===== src/rtl/dso_pkg.sv =====
// Shared DSO constants and the phase-generator state encoding.
package dso_pkg;

   localparam int ACC_W   = 32;
   localparam int ADDR_W  = 9;
   localparam int DATA_W  = 8;
   localparam int DIV_W   = 16;
   localparam int ROM_LAT = 2;

   typedef enum logic {
      IDLE,
      RUN
   } state_t;

endpackage


===== src/rtl/tick_prescaler.sv =====
// Sample-rate prescaler: counts 0..div and issues a tick on the terminal count.
module tick_prescaler #(
   parameter int DIV_W = 16
) (
   input  logic             clock,
   input  logic             reset_n,
   input  logic             clear,
   input  logic [DIV_W-1:0] div,
   output logic             tick
);

   logic [DIV_W-1:0] count;

   assign tick = ~clear & (count == div);

   // A count above a freshly lowered div wraps to 0 instead of running on.
   always_ff @(posedge clock) begin
      if (!reset_n || clear) begin
         count <= '0;
      end else if (count >= div) begin
         count <= '0;
      end else begin
         count <= count + 1'b1;
      end
   end

endmodule


===== src/rtl/dds_phase_gen.sv =====
// Phase-accumulator ROM address generator with shadowed configuration and a
// valid pipeline that re-aligns registered ROM data into a sample stream.
module dds_phase_gen #(
   parameter int ACC_W   = dso_pkg::ACC_W,
   parameter int ADDR_W  = dso_pkg::ADDR_W,
   parameter int DATA_W  = dso_pkg::DATA_W,
   parameter int DIV_W   = dso_pkg::DIV_W,
   parameter int ROM_LAT = dso_pkg::ROM_LAT
) (
   input  logic              clock,
   input  logic              reset_n,
   input  logic              run,
   input  logic              cfg_valid,
   output logic              cfg_ready,
   input  logic [ACC_W-1:0]  cfg_ftw,
   input  logic [ADDR_W-1:0] cfg_phase,
   input  logic [DIV_W-1:0]  cfg_div,
   output logic [ADDR_W-1:0] rom_addr,
   input  logic [DATA_W-1:0] rom_q,
   output logic [DATA_W-1:0] sample,
   output logic              sample_valid,
   output logic              cycle_start
);

   import dso_pkg::*;

   state_t state, state_next;

   logic [ACC_W-1:0]  acc;
   logic [ACC_W-1:0]  ftw_a, ftw_s;
   logic [ADDR_W-1:0] phase_a, phase_s;
   logic [DIV_W-1:0]  div_a, div_s;
   logic              pending;
   logic              accept;
   logic              load;
   logic              presc_clear;
   logic              presc_tick;
   logic              tick;
   logic [ACC_W:0]    sum;
   logic              wrap;
   logic [ROM_LAT:0]  tick_pipe;
   logic [ROM_LAT:0]  wrap_pipe;
   logic              held_wrap;

   tick_prescaler #(
      .DIV_W (DIV_W)
   ) u_prescaler (
      .clock   (clock),
      .reset_n (reset_n),
      .clear   (presc_clear),
      .div     (div_a),
      .tick    (presc_tick)
   );

   always_ff @(posedge clock) begin
      if (!reset_n) begin
         state <= IDLE;
      end else begin
         state <= state_next;
      end
   end

   always_comb begin
      state_next  = state;
      presc_clear = 1'b1;
      tick        = 1'b0;
      case (state)
         IDLE: begin
            if (run) begin
               state_next = RUN;
            end
         end
         RUN: begin
            presc_clear = 1'b0;
            tick        = presc_tick;
            if (!run) begin
               state_next = IDLE;
            end
         end
         default: state_next = IDLE;
      endcase
   end

   assign sum       = {1'b0, acc} + {1'b0, ftw_a};
   assign wrap      = sum[ACC_W];
   assign cfg_ready = ~pending;
   assign accept    = cfg_valid & ~pending;

   // Shadow promotes when idle, on a wrapping tick, or on any tick while a
   // zero step would otherwise never wrap.
   assign load = pending & ((state == IDLE) | (tick & (wrap | (ftw_a == '0))));

   always_ff @(posedge clock) begin
      if (!reset_n) begin
         pending <= 1'b0;
         ftw_s   <= '0;
         phase_s <= '0;
         div_s   <= '0;
         ftw_a   <= '0;
         phase_a <= '0;
         div_a   <= '0;
      end else begin
         if (accept) begin
            pending <= 1'b1;
            ftw_s   <= cfg_ftw;
            phase_s <= cfg_phase;
            div_s   <= cfg_div;
         end else if (load) begin
            pending <= 1'b0;
         end
         if (load) begin
            ftw_a   <= ftw_s;
            phase_a <= phase_s;
            div_a   <= div_s;
         end
      end
   end

   always_ff @(posedge clock) begin
      if (!reset_n) begin
         acc       <= '0;
         rom_addr  <= '0;
         tick_pipe <= '0;
         wrap_pipe <= '0;
      end else begin
         if (state == IDLE) begin
            acc <= '0;
         end else if (tick) begin
            acc      <= sum[ACC_W-1:0];
            rom_addr <= acc[ACC_W-1 -: ADDR_W] + phase_a;
         end
         tick_pipe <= {tick_pipe[ROM_LAT-1:0], tick};
         wrap_pipe <= {wrap_pipe[ROM_LAT-1:0], tick & wrap};
      end
   end

   // A wrap belongs to the last sample of a period, so it marks the next one.
   always_ff @(posedge clock) begin
      if (!reset_n) begin
         sample       <= '0;
         sample_valid <= 1'b0;
         cycle_start  <= 1'b0;
         held_wrap    <= 1'b0;
      end else begin
         sample_valid <= tick_pipe[ROM_LAT];
         if (tick_pipe[ROM_LAT]) begin
            sample      <= rom_q;
            cycle_start <= held_wrap;
            held_wrap   <= wrap_pipe[ROM_LAT];
         end else begin
            cycle_start <= 1'b0;
         end
      end
   end

endmodule

===== config.mk =====
export PLATFORM = sky130hd
export DESIGN_NAME = dds_phase_gen
export DESIGN_NICKNAME = d
export VERILOG_FILES = /design/src/rtl/dso_pkg.sv /design/src/rtl/tick_prescaler.sv /design/src/rtl/dds_phase_gen.sv
export SDC_FILE = /design/constraint.sdc
export NUM_CORES = 1
export LEC_CHECK = 0
export BUFFER_PORTS_ARGS = -buffer_cell sky130_fd_sc_hd__buf_2
export CAP_MARGIN = 20
export CELL_PAD_IN_SITES_DETAIL_PLACEMENT = 1
export CELL_PAD_IN_SITES_GLOBAL_PLACEMENT = 1
export CORE_ASPECT_RATIO = 1.25
export CORE_MARGIN = 2
export CORE_UTILIZATION = 30
export DETAILED_ROUTE_END_ITERATION = 10
export PLACE_DENSITY_LB_ADDON = 0.1
export SETUP_SLACK_MARGIN = 0.05
export SLEW_MARGIN = 25
export SYNTH_ARGS = -nofsm -noshare
export SYNTH_HDL_FRONTEND = slang
export SYNTH_SLANG_ARGS = --single-unit

===== constraint.sdc =====
create_clock -name clock -period 8.7 [get_ports clock]
set_clock_uncertainty 0.2 [all_clocks]
set_input_delay 0.87 -clock clock [delete_from_list [all_inputs] [get_ports clock]]
set_output_delay 0.87 -clock clock [all_outputs]
set_load 0.02 [all_outputs]

* Yosys cells after proc, flatten, opt, wreduce, memory -nomap -nowiden
Index checks and enable logic that the tools add are counted.
** Storage, ports and cells
- Register bits after elaboration :: 190
- Bits in latches :: 0
- Memory bits (writable) :: 0
- Bits in read-only memories :: 0
- Input bits :: 69
- Output and inout bits :: 20
- Logic and storage cells :: 44
- Memories :: 0
** Cells by class
- $add $sub $neg :: 3
- Multiply operators :: 0
- Divide/modulo/power cells :: 0
- Magnitude comparators :: 1
- Equal/unequal tests :: 1
- Shifts and indexed selects :: 0
- Muxes and demuxes :: 5
- Bitwise operators :: 9
- Reduce and logical (&&, ||, !) cells :: 8
** Operators with widths (count)
- $add A32 B32 Y33 :: 1
- $logic_not A32 Y1 :: 1
- $add A16 B1 Y16 const B :: 1
- $eq A16 B16 Y1 :: 1
- $ge A16 B16 Y1 :: 1
- $add A9 B9 Y9 :: 1
- $reduce_and A2 Y1 :: 3
- $and A1 B1 Y1 :: 5
- $mux W1 :: 5
- $not A1 Y1 :: 2
- $or A1 B1 Y1 :: 2
- $reduce_bool A2 Y1 :: 1
- $reduce_or A2 Y1 :: 1
- $logic_not A1 Y1 :: 1
- $logic_or A1 B1 Y1 :: 1

* Logic depth before layout (Yosys ltp)
Gate-level depths: netlist of the first run.
- Depth in word-level cells :: 8
- Mapped depth :: 12
- Depth with buffers taken out :: 11

* Hierarchy
A second synthesis of the first run with hierarchy kept.
** Unflattened totals
- Cell total of the unflattened synthesis :: 1151
- Area, all modules :: 9661.8 um2
** Modules (own cells, without submodules)
- dds_phase_gen :: times used 1, cells each 1017, area each 8463.1 um2, seq. area each 3483.3 um2
- tick_prescaler :: times used 1, cells each 134, area each 1198.6 um2, seq. area each 320.3 um2

* Least setup slack after synthesis of the first run
No wires, ideal clock.
- Kind :: register to register
- From :: register acc[0]
- To :: register ftw_a[0]
- Library setup time :: 0.067 ns
- Arrival time :: 2.610 ns
- Data required time :: 8.433 ns
- Slack :: 5.822 ns
- Cell stages (with the launch flop) :: 13
- Path buffers :: 2
- Period minus slack after synthesis :: 2.878 ns
- Cell sequence :: dfxtp_1 ha_1 fa_1 a211oi_2 o21bai_1 a21oi_2 nor3_2 o211a_4 o31ai_4 buf_12 buf_12 nand3_1 o21ai_2
** On the way
- Cells in the longest elaborated chain, start to end :: 5
** RTL lines
- start, declared :: line dds_phase_gen.sv:29 : logic [ACC_W-1:0] acc;
- start signal, assigned :: line dds_phase_gen.sv:129 : acc <= sum[ACC_W-1:0];
- $add A32 B32 Y33 :: line dds_phase_gen.sv:84 : assign sum = {1'b0, acc} + {1'b0, ftw_a};
- $or A1 B1 Y1 :: line dds_phase_gen.sv:91 : assign load = pending & ((state == IDLE) | (tick & (wrap | (ftw_a == '0))));
- $and A1 B1 Y1 :: line dds_phase_gen.sv:91
- $or A1 B1 Y1 :: line dds_phase_gen.sv:91
- $and A1 B1 Y1 :: line dds_phase_gen.sv:91
- end signal, assigned :: line dds_phase_gen.sv:112 : ftw_a <= ftw_s;
- end, declared :: line dds_phase_gen.sv:30 : logic [ACC_W-1:0] ftw_a, ftw_s;
No other way between the ends.
A chain may end at the register's enable or synchronous reset.

* Final worst setup path of the first run
- From :: register acc[0]
- To :: register div_a[13]
** On the way
- Cells in the longest elaborated chain, start to end :: 5
** RTL lines
- $add A32 B32 Y33 :: line dds_phase_gen.sv:84
- $or A1 B1 Y1 :: line dds_phase_gen.sv:91
- $and A1 B1 Y1 :: line dds_phase_gen.sv:91
- $or A1 B1 Y1 :: line dds_phase_gen.sv:91
- $and A1 B1 Y1 :: line dds_phase_gen.sv:91
- end signal, assigned :: line dds_phase_gen.sv:114 : div_a <= div_s;
- end, declared :: line dds_phase_gen.sv:32 : logic [DIV_W-1:0] div_a, div_s;
No other way between the ends.

==> reports/qor.txt, run 1 <==
status: finished clean
Synth Register Bits: 190
XOR/XNOR share of the synthesized area: 3.73%
Hold WS: 0.240 ns
Worst Hold Class: register to register
Reg-to-Reg Start: acc[0]
kind of critical path: register to register
critical path peak fanout: 62
drt wl/cell: 16.2 µm
initial antenna violation count: 1
design area: 0.0109 mm²
Max Slew Vio Count: 0
Syn Std Cell Area: 0.00962 mm²
Starting DRT DRC Count: 294
Crit. Startpoint: acc[0]
layout cells sized above 1: 12.5%
Power Density: 182 mW/mm²
gpl congestion: 0.791
pre-CTS WS: 5.23 ns
H-tree depth: 4
RSZ-0062 raised after global routing: no
Clock Sinks: 190
syn_area_per_cell: 8.23 µm²
final global-route overflow total: 0
number of global-route vias before repair: 8294
worst slew pin tran: 0.793 ns
relative slew slack: 47.0%
Fin. Hold Viols: 0
Pre-antenna DRT Iters: 4
Critical Path Source Type: register
ys async rst share: 0%
post-synthesis sequential area ratio: 39.5%
Syn Inst Count: 1169
prevailing post-synth register cell: dfxtp_1
Top-Level Pins: 89
Worst R2R End: div_a[13]
Root Buffer: clkbuf_16
die width: 164 µm
fin crit period: 3.50 ns
largest family of logic cells by synthesized area: simple AND/OR/NAND/NOR gates
Yosys cell types: 66
CTS resizes: 0
final clock period utilization by the worst path: 40.2%
CTS Buf Count: 17
crit path capture: div_a[13]
NumNets Final: 1344
leakage: 4.37 nW
# DRC: 0
Worst Reg-to-Reg Cells: 11
post-CTS setup buffer count: 0
die footprint: 0.0335 mm²
reg2reg setup slack: 5.20 ns
Fmax: 286 MHz
vias per cell: 4.86
DP Area: 0.0102 mm²
FP Rows: 73
fin worst setup slack: 5.20 ns
MaxCap Viol Count: 0
Mapped Nets: 1297
mux share of post-synthesis cell area: 1.35%
CTS tree: done
Final Setup Violations: 0
cts hold-fix bufs: 0
Die Height: 204 µm
DP HPWL: 19200 µm
CTS Buffer Depth: 2
pin count of the biggest net entering global routing: 116
drt total wl: 26700 µm
Buffers on Ports: 88
Req. time, crit path: 8.87 ns
peak supply drop: 0.126 mV
Vias: 7982
Post-synth EDFFs: 0
Post-Synth Simple-Gate Area: 22.0%
total negative slack: 0 ns
Post-Synth Adder-Cell Area: 7.83%
Clk pin slew, worst setup/hold paths: 0.07 ns
All-Layer GR Usage: 16.6%
Crit. End Element: register
Compound-Gate Fraction of Synth Area: 19.7%
Initial Util: 30.3%
core area: 0.0317 mm²
Worst Path Arrival: 3.66 ns
Area Growth Syn to Fin: 12.9%
first-pass GRT wire length: 43600 µm
yosys warns: 0
Clk Latency, worst-skew pair: 0.44 ns
post-route ant nets: 0
[worst min path at each step]
stage,startpoint,end,slack [ns],cells past startpoint
6_report,wrap_pipe[1],wrap_pipe[2],0.24,1
5_1_grt,wrap_pipe[1],wrap_pipe[2],0.26,1
4_1_cts,wrap_pipe[1],wrap_pipe[2],0.25,1
3_5_place_dp,tick_pipe[0],tick_pipe[1],0.22,1
3_3_place_gp,wrap_pipe[1],wrap_pipe[2],0.21,1
2_1_floorplan,tick_pipe[0],tick_pipe[1],0.21,1
[kinds of logic after synthesis]
logic type | Yosys count
compound gates | 294
buf+inv | 103
simple gates | 469
flops | 190
mux | 13
xor+xnor | 41
fa+ha+maj | 59
[critical path, cell delays in order (launching register included)]
cell	delay (ns)
dfxtp_1	0.32
ha_1	0.24
fa_1	0.45
a211oi_2	0.25
o21bai_1	0.15
a21oi_2	0.29
nor3_2	0.14
o211a_4	0.31
o31ai_4	0.24
buf_4	0.54
nand3_1	0.14
o21ai_1	0.11
[flip-flops by register name (all words and copies together), names as in the netlist]
signal / count
acc: 32
ftw_a: 32
ftw_s: 32
div_a: 16
div_s: 16
u_prescaler.count: 16
phase_a: 9
phase_s: 9
rom_addr: 9
sample: 8
tick_pipe: 3
wrap_pipe: 3
cycle_start: 1
held_wrap: 1
pending: 1
sample_valid: 1
state: 1
[synthesized netlist by cell type, types with 2 or more instances]
master    number  area [µm²]
o31ai_1        6        45.0
a31oi_1        4        25.0
nor2_1        41         154
nand3_1       87         435
nand2_1      249         935
xnor2_1       26         228
mux2i_1       13         130
and3_1        11        68.8
clkbuf_8       3        41.3
nor2b_1       13        81.3
clkbuf_2       6        30.0
o21bai_1       7        52.6
nor4_1         9        56.3
a211oi_1      10        75.1
nand4_1       10        62.6
or3_1          2        12.5
inv_1         34         128
o21ai_0       39         195
buf_4          5        37.5
o21ai_2        3        26.3
a21oi_2        3        26.3
a21o_1        23         173
and2_1        15        93.8
buf_1          2        7.51
nor3_1        15        75.1
a41o_1         2        20.0
a21oi_1       59         295
o211ai_1       4        30.0
nand4b_1       3        26.3
o21ai_1       51         255
buf_12         7         140
a21boi_0      58         435
fa_1           2        40.0
ha_1          57         713
dfxtp_1      190        3800
o21a_1        10        75.1
clkbuf_1      44         165
or2_2          3        18.8
and2_2         2        15.0
xor2_1        15         131
[per-layer routing]
metal	vias up	routed length [µm]	track usage (%)
met3	11	453	2.46
li1	4128	-	-
met2	48	13200	28.7
met1	3795	12700	21.3
met5	-	0	0
met4	0	264	4.35
[metrics by stage]
step,power (mW),util (%),std cells
2_1_floorplan,1.08,-,1169
3_3_place_gp,1.14,32.3,1609
3_5_place_dp,1.14,32.3,1609
4_1_cts,2.02,34.3,1641
5_1_grt,2.08,34.3,1641
6_report,1.97,34.3,1642
[layout make-up]
cell class | instances | area, µm²
flip-flops and latches | 190 | 3800
inverters | 34 | 128
clock buffers | 20 | 457
multi-input cells | 876 | 5260
well taps | 412 | 515
repair buffers | 97 | 514
clock inverters | 12 | 181
fillers | 3790 | 20800
diodes | 1 | 2.50
[where the power goes]
group          switching, mW  total, mW  internal, mW
registers             0.0190      0.916         0.897
clock network          0.359      0.860         0.501
logic                  0.139      0.199        0.0605
total                  0.517       1.97          1.46
[layout by cell type (no fill, tap or decap), types with 3 or more instances in the layout]
cell type,count
nand2_1,248
dfxtp_1,190
nand3_1,87
buf_2,87
a21oi_1,59
a21boi_0,58
ha_1,57
o21ai_1,51
nor2_1,41
o21ai_0,39
inv_1,34
xnor2_1,26
a21o_1,23
clkbuf_16,17
nor3_1,15
and2_1,15
xor2_1,15
mux2i_1,13
nor2b_1,12
and3_1,11
o21a_1,10
nand4_1,10
a211oi_1,10
nor4_1,9
buf_4,9
o21bai_1,7
o31ai_1,6
o211ai_1,4
a31oi_1,4
bufinv_16,4
inv_6,4
a21oi_2,3
or2_2,3
o21ai_2,3
nand4b_1,3
Power figures use the tool's default switching activity.
==> run 2: changes to the inputs <==
==> constraint.sdc (replaced) <==
create_clock -name clock -period 3.1 [get_ports clock]
set_clock_uncertainty 0.2 [all_clocks]
set_input_delay 0.31 -clock clock [delete_from_list [all_inputs] [get_ports clock]]
set_output_delay 0.31 -clock clock [all_outputs]
set_load 0.02 [all_outputs]
==> run 2 against run 1 <==
Non-clock buffer count grew 116. Design area grew 11%. Sequential power grew to 2.8 times the previous value. Clock-buffer cell count is the same. Core utilization grew 3.8 points. Largest power group unchanged.
==> reports/qor.txt, run 2 (synthesis gave the netlist of run 1 again) <==
Clock Sinks: 190
Initial Util: 30.3%
gpl congestion: 0.801
peak supply drop: 0.268 mV
RSZ-0062 raised after global routing: yes
Area Growth Syn to Fin: 25.5%
core area: 0.0317 mm²
internal power: 4.13 mW
Power Density: 466 mW/mm²
Clk pin slew, worst setup/hold paths: 0.07 ns
final global-route overflow total: 0
Sw Pwr: 1.49 mW
Largest regs: acc: 32 flops, ftw_a: 32 flops, ftw_s: 32 flops
H-tree depth: 4
status: finished clean
Root Buffer: clkbuf_16
Clk Latency, worst-skew pair: 0.45 ns
hold path cells: 3
global-route layer with the greatest usage: met2
Hold WS: 0.0874 ns
GRT met2 Usage: 30.0%
worst slew pin tran: 0.707 ns
Hold EP: ftw_a[21]
met1 GRT Util: 22.4%
drt total wl: 28500 µm
MaxCap Viol Count: 0
sequential power share: 45.6%
Worst path slowest cell: ha_1
Pre-antenna DRT Iters: 4
Worst Reg-to-Reg Cells: 18
pre-CTS WS: 0.00490 ns
drt wl/cell: 16.2 µm
Worst R2R End: acc[4]
Req. time, crit path: 3.22 ns
NumNets Final: 1460
crit-path max cell delay: 0.39 ns
CTS Buffer Depth: 2
post-route ant nets: 0
CTS tree: done
first-pass GRT wire length: 46200 µm
fin worst setup slack: 0.133 ns
pin count of the biggest net entering global routing: 145
switching part of the total power: 26.5%
leakage: 4.96 nW
CP Cell Sequence: ha_1 > a211oi_2 > buf_4 > buf_4 > buf_4 > buf_4 > buf_4 > buf_4 > buf_4 > buf_4 > buf_4 > buf_4 > buf_4 > buf_4 > nor2_1 > nor3_1 > a21oi_1 > nor2_1
die footprint: 0.0335 mm²
Crit. Startpoint: ftw_a[2]
Fmax: 337 MHz
Buffers on Ports: 88
initial antenna violation count: 1
clock network fraction of design power: 41.6%
commonest non-fill, non-tap cells in the layout: nand2_1, dfxtp_1, nand3_1, buf_2, dlygate4sd3_1
Worst Hold Class: primary input to register
number of global-route vias before repair: 8798
CTS Buf Count: 17
reg2reg setup slack: 0.13 ns
total negative slack: 0 ns
Top-Level Pins: 89
All-Layer GR Usage: 17.5%
die width: 164 µm
critical path peak fanout: 5
most common cell after layout, fill and taps aside: nand2_1
met3 usage: 3.08%
vias per cell: 4.80
layout cells sized above 1: 15.6%
kind of critical path: register to register
fin crit period: 2.97 ns
final core occ: 38.1%
DP HPWL: 20200 µm
Starting DRT DRC Count: 277
final clock period utilization by the worst path: 95.7%
min-delay src: reset_n
# DRC: 0
Worst Path Arrival: 3.08 ns
CP most frequent cell: buf_4
Critical Path Source Type: register
Max Slew Vio Count: 0
Die Height: 204 µm
Vias: 8438
Fin. Hold Viols: 0
Final Setup Violations: 0
combinational share of power: 12.8%
Reg-to-Reg Start: ftw_a[2]
FP Rows: 73
Crit. End Element: register
relative slew slack: 52.9%
[run 2: layout make-up]
cell class	count	area, µm²
tap	412	515
timing repair buffer	213	1700
clock buffer	20	457
multi-input combinational	876	5310
fill	3759	19600
clock inverter	12	155
inverter	34	128
antenna	1	2.50
sequential	190	3810
[run 2: power by group through the flow]
stage               logic [mW]  clock network, mW  registers (mW)
floorplan                0.419                  0            2.61
global placement         0.631                  0            2.62
detailed placement       0.638                  0            2.63
CTS                      0.719               2.43            2.57
global route             0.805               2.52            2.58
finish                   0.718               2.34            2.57
[run 2: how the worst max path moves through the flow]
stage | to | slack [ns] | depth (start not counted)
final | acc[4] | 0.13 | 18
after global routing | acc[4] | 0.03 | 18
after CTS | ftw_a[12] | 0.06 | 13
after detailed placement | div_a[14] | 0.005 | 12
after global placement | div_a[8] | 0.03 | 12
after floorplan | ftw_a[0] | 0.22 | 12
[run 2: what timing repair did]
action | 4_1_cts | 5_1_grt
gates cloned | 1 | 2
pin swaps | 6 | 2
gates resized for setup | 3 | 13
setup endpoints to repair | 52 | 63
hold buffers | 66 | 0
hold endpoints to repair | 66 | 0
setup buffers | 13 | 2
[run 2: per-layer routing]
metal  up-vias  routed length (µm)
met5         -                   0
met4         0                 545
met3        32                 625
met2        72               14000
met1      3970               13400
li1       4364                   -
[run 2: per-stage QoR]
step	instance area (µm²)	std cells	total power, mW
after detailed placement	10600	1641	3.26
final	12100	1758	5.63
after CTS	12000	1753	5.72
after global routing	12100	1757	5.91
after floorplan	9620	1169	3.03
after global placement	10600	1641	3.26
[run 2: worst max-delay path, delay by kind of cell, from the launching register on]
family                     cells  cell delay, ns
AOI/OAI and AO/OA              2            0.24
adders and majority gates      1            0.39
buffers and inverters         12            1.45
and+or+nand+nor                3            0.22
DFF                            1            0.34
==> run 3: changes to the inputs <==
--- a/config.mk
+++ b/config.mk
@@ -11,7 +11,7 @@
 export CELL_PAD_IN_SITES_GLOBAL_PLACEMENT = 1
 export CORE_ASPECT_RATIO = 1.25
 export CORE_MARGIN = 2
-export CORE_UTILIZATION = 30
+export CORE_UTILIZATION = 41
 export DETAILED_ROUTE_END_ITERATION = 10
 export PLACE_DENSITY_LB_ADDON = 0.1
 export SETUP_SLACK_MARGIN = 0.05
==> run 3 against run 2 <==
Critical path depth decreased by 5. Core utilization is 15 points higher. Flip-flop and latch count did not move. First-iteration DRC count up 31%. Register-to-register slack worse by 0.10 ns. Power is 0.68% higher. Largest cell class unchanged.
==> reports/qor.txt, run 3 (synthesis gave the netlist of run 1 again) <==
drt total wl: 28100 µm
critical path peak fanout: 8
Root Buffer: clkbuf_16
core area: 0.0230 mm²
# DRC: 0
Starting DRT DRC Count: 364
most common cell after layout, fill and taps aside: nand2_1
H-tree depth: 4
pin count of the biggest net entering global routing: 113
Ant. Diodes: 0
Area Growth Syn to Fin: 26.4%
NumNets Final: 1451
Die Height: 175 µm
peak supply drop: 0.424 mV
Final Non-Filler Cells: 1624
status: finished clean
Power Density: 466 mW/mm²
Buffers on Ports: 88
worst slew pin tran: 1.04 ns
CTS Buffer Depth: 2
final global-route overflow total: 0
FP Rows: 62
Req. time, crit path: 3.27 ns
Largest regs: acc: 32 flops, ftw_a: 32 flops, ftw_s: 32 flops
gpl congestion: 0.819
kind of critical path: register to register
initial antenna violation count: 0
vias per cell: 5.30
die footprint: 0.0247 mm²
CTS Buf Count: 17
layout cells sized above 1: 18.5%
reg2reg setup slack: 0.03 ns
leakage: 4.99 nW
die width: 141 µm
MaxCap Viol Count: 0
commonest non-fill, non-tap cells in the layout: nand2_1, dfxtp_1, buf_2
relative slew slack: 30.6%
All-Layer GR Usage: 22.2%
Crit. End Element: register
Worst Hold Class: register to register
Fin. Hold Viols: 0
Worst Path Arrival: 3.24 ns
first-pass GRT wire length: 43700 µm
Clk pin slew, worst setup/hold paths: 0.07 ns
Max Slew Vio Count: 0
DP HPWL: 18300 µm
Clk Latency, worst-skew pair: 0.45 ns
Fmax: 326 MHz
# fillers: 2682
Clock Sinks: 190
Pre-antenna DRT Iters: 4
DP Area: 0.0103 mm²
Inst Count DP: 1503
Initial Util: 41.7%
CTS tree: done
final clock period utilization by the worst path: 99.0%
Final Setup Violations: 0
number of global-route vias before repair: 8626
Top-Level Pins: 89
RSZ-0062 raised after global routing: yes
Critical Path Source Type: register
drt wl/cell: 17.3 µm
fin crit period: 3.07 ns
Vias: 8600
post-route ant nets: 0
design area: 0.0122 mm²
run 3: area by class of cell:
class / count / area (µm²) / share of cell area, %
flip-flops and latches: 190 / 3810 / 31.3
multi-input cells: 876 / 5510 / 45.4
inverters: 34 / 128 / 1.05
clock buffers: 23 / 478 / 3.93
well taps: 288 / 360 / 2.96
clock inverters: 9 / 131 / 1.08
repair buffers: 204 / 1730 / 14.3
run 3: power breakdown:
part	switching [mW]	total, mW	internal [mW]
Sequential	0.0547	2.57	2.52
Combinational	0.458	0.792	0.334
Clock	0.965	2.30	1.34
run 3: layer usage:
layer | GRT usage, % | routed length (µm) | up-vias
li1 | - | - | 4334
met1 | 28.1 | 12500 | 4133
met2 | 38.6 | 14400 | 98
met3 | 3.18 | 647 | 35
met4 | 7.54 | 534 | 0
met5 | 0 | 0 | -
run 3: timing repair:
| item | 4_1_cts | 5_1_grt |
|---|---|---|
| pin swaps | 7 | 30 |
| resized for setup | 9 | 66 |
| setup buffers | 6 | 10 |
| hold buffers | 66 | 0 |
| gates cloned | 2 | 8 |
| setup endpoints to repair | 57 | 67 |
| endpoints found under the hold margin | 66 | 0 |
run 3: worst max-delay path, cell delays in order (launching register included):
cell and delay, ns:
dfxtp_4 0.36, ha_4 0.16, fa_2 0.34, a211oi_2 0.22, o21bai_1 0.14, a21oi_2 0.26
nor3_4 0.09, o211a_4 0.29, o31ai_4 0.27, buf_4 0.16, clkbuf_16 0.15, buf_12 0.13
nand3_2 0.08, o21ai_1 0.14
run 3: metrics by stage:
stage | hold slack, ns | setup TNS [ns] | setup WS [ns] | util, % | power (mW)
global placement | 0.221 | 0 | 0.0423 | 44.6 | 3.23
finish | 0.235 | 0 | 0.0325 | 52.8 | 5.67
detailed placement | 0.225 | -0.921 | -0.0603 | 44.6 | 3.24
floorplan | 0.212 | 0 | 0.222 | - | 3.03
CTS | 0.241 | 0 | 0.0554 | 50.7 | 5.64
global route | 0.256 | -2.76 | -0.107 | 52.8 | 5.90
run 3: path summary, 6_finish.rpt:
kind	from	end	cells after the start
setup reg to reg	ftw_a[0]	ftw_a[30]	13
hold reg to reg	tick_pipe[0]	tick_pipe[1]	1
setup / recovery	ftw_a[0]	ftw_a[30]	13
hold / removal	tick_pipe[0]	tick_pipe[1]	1
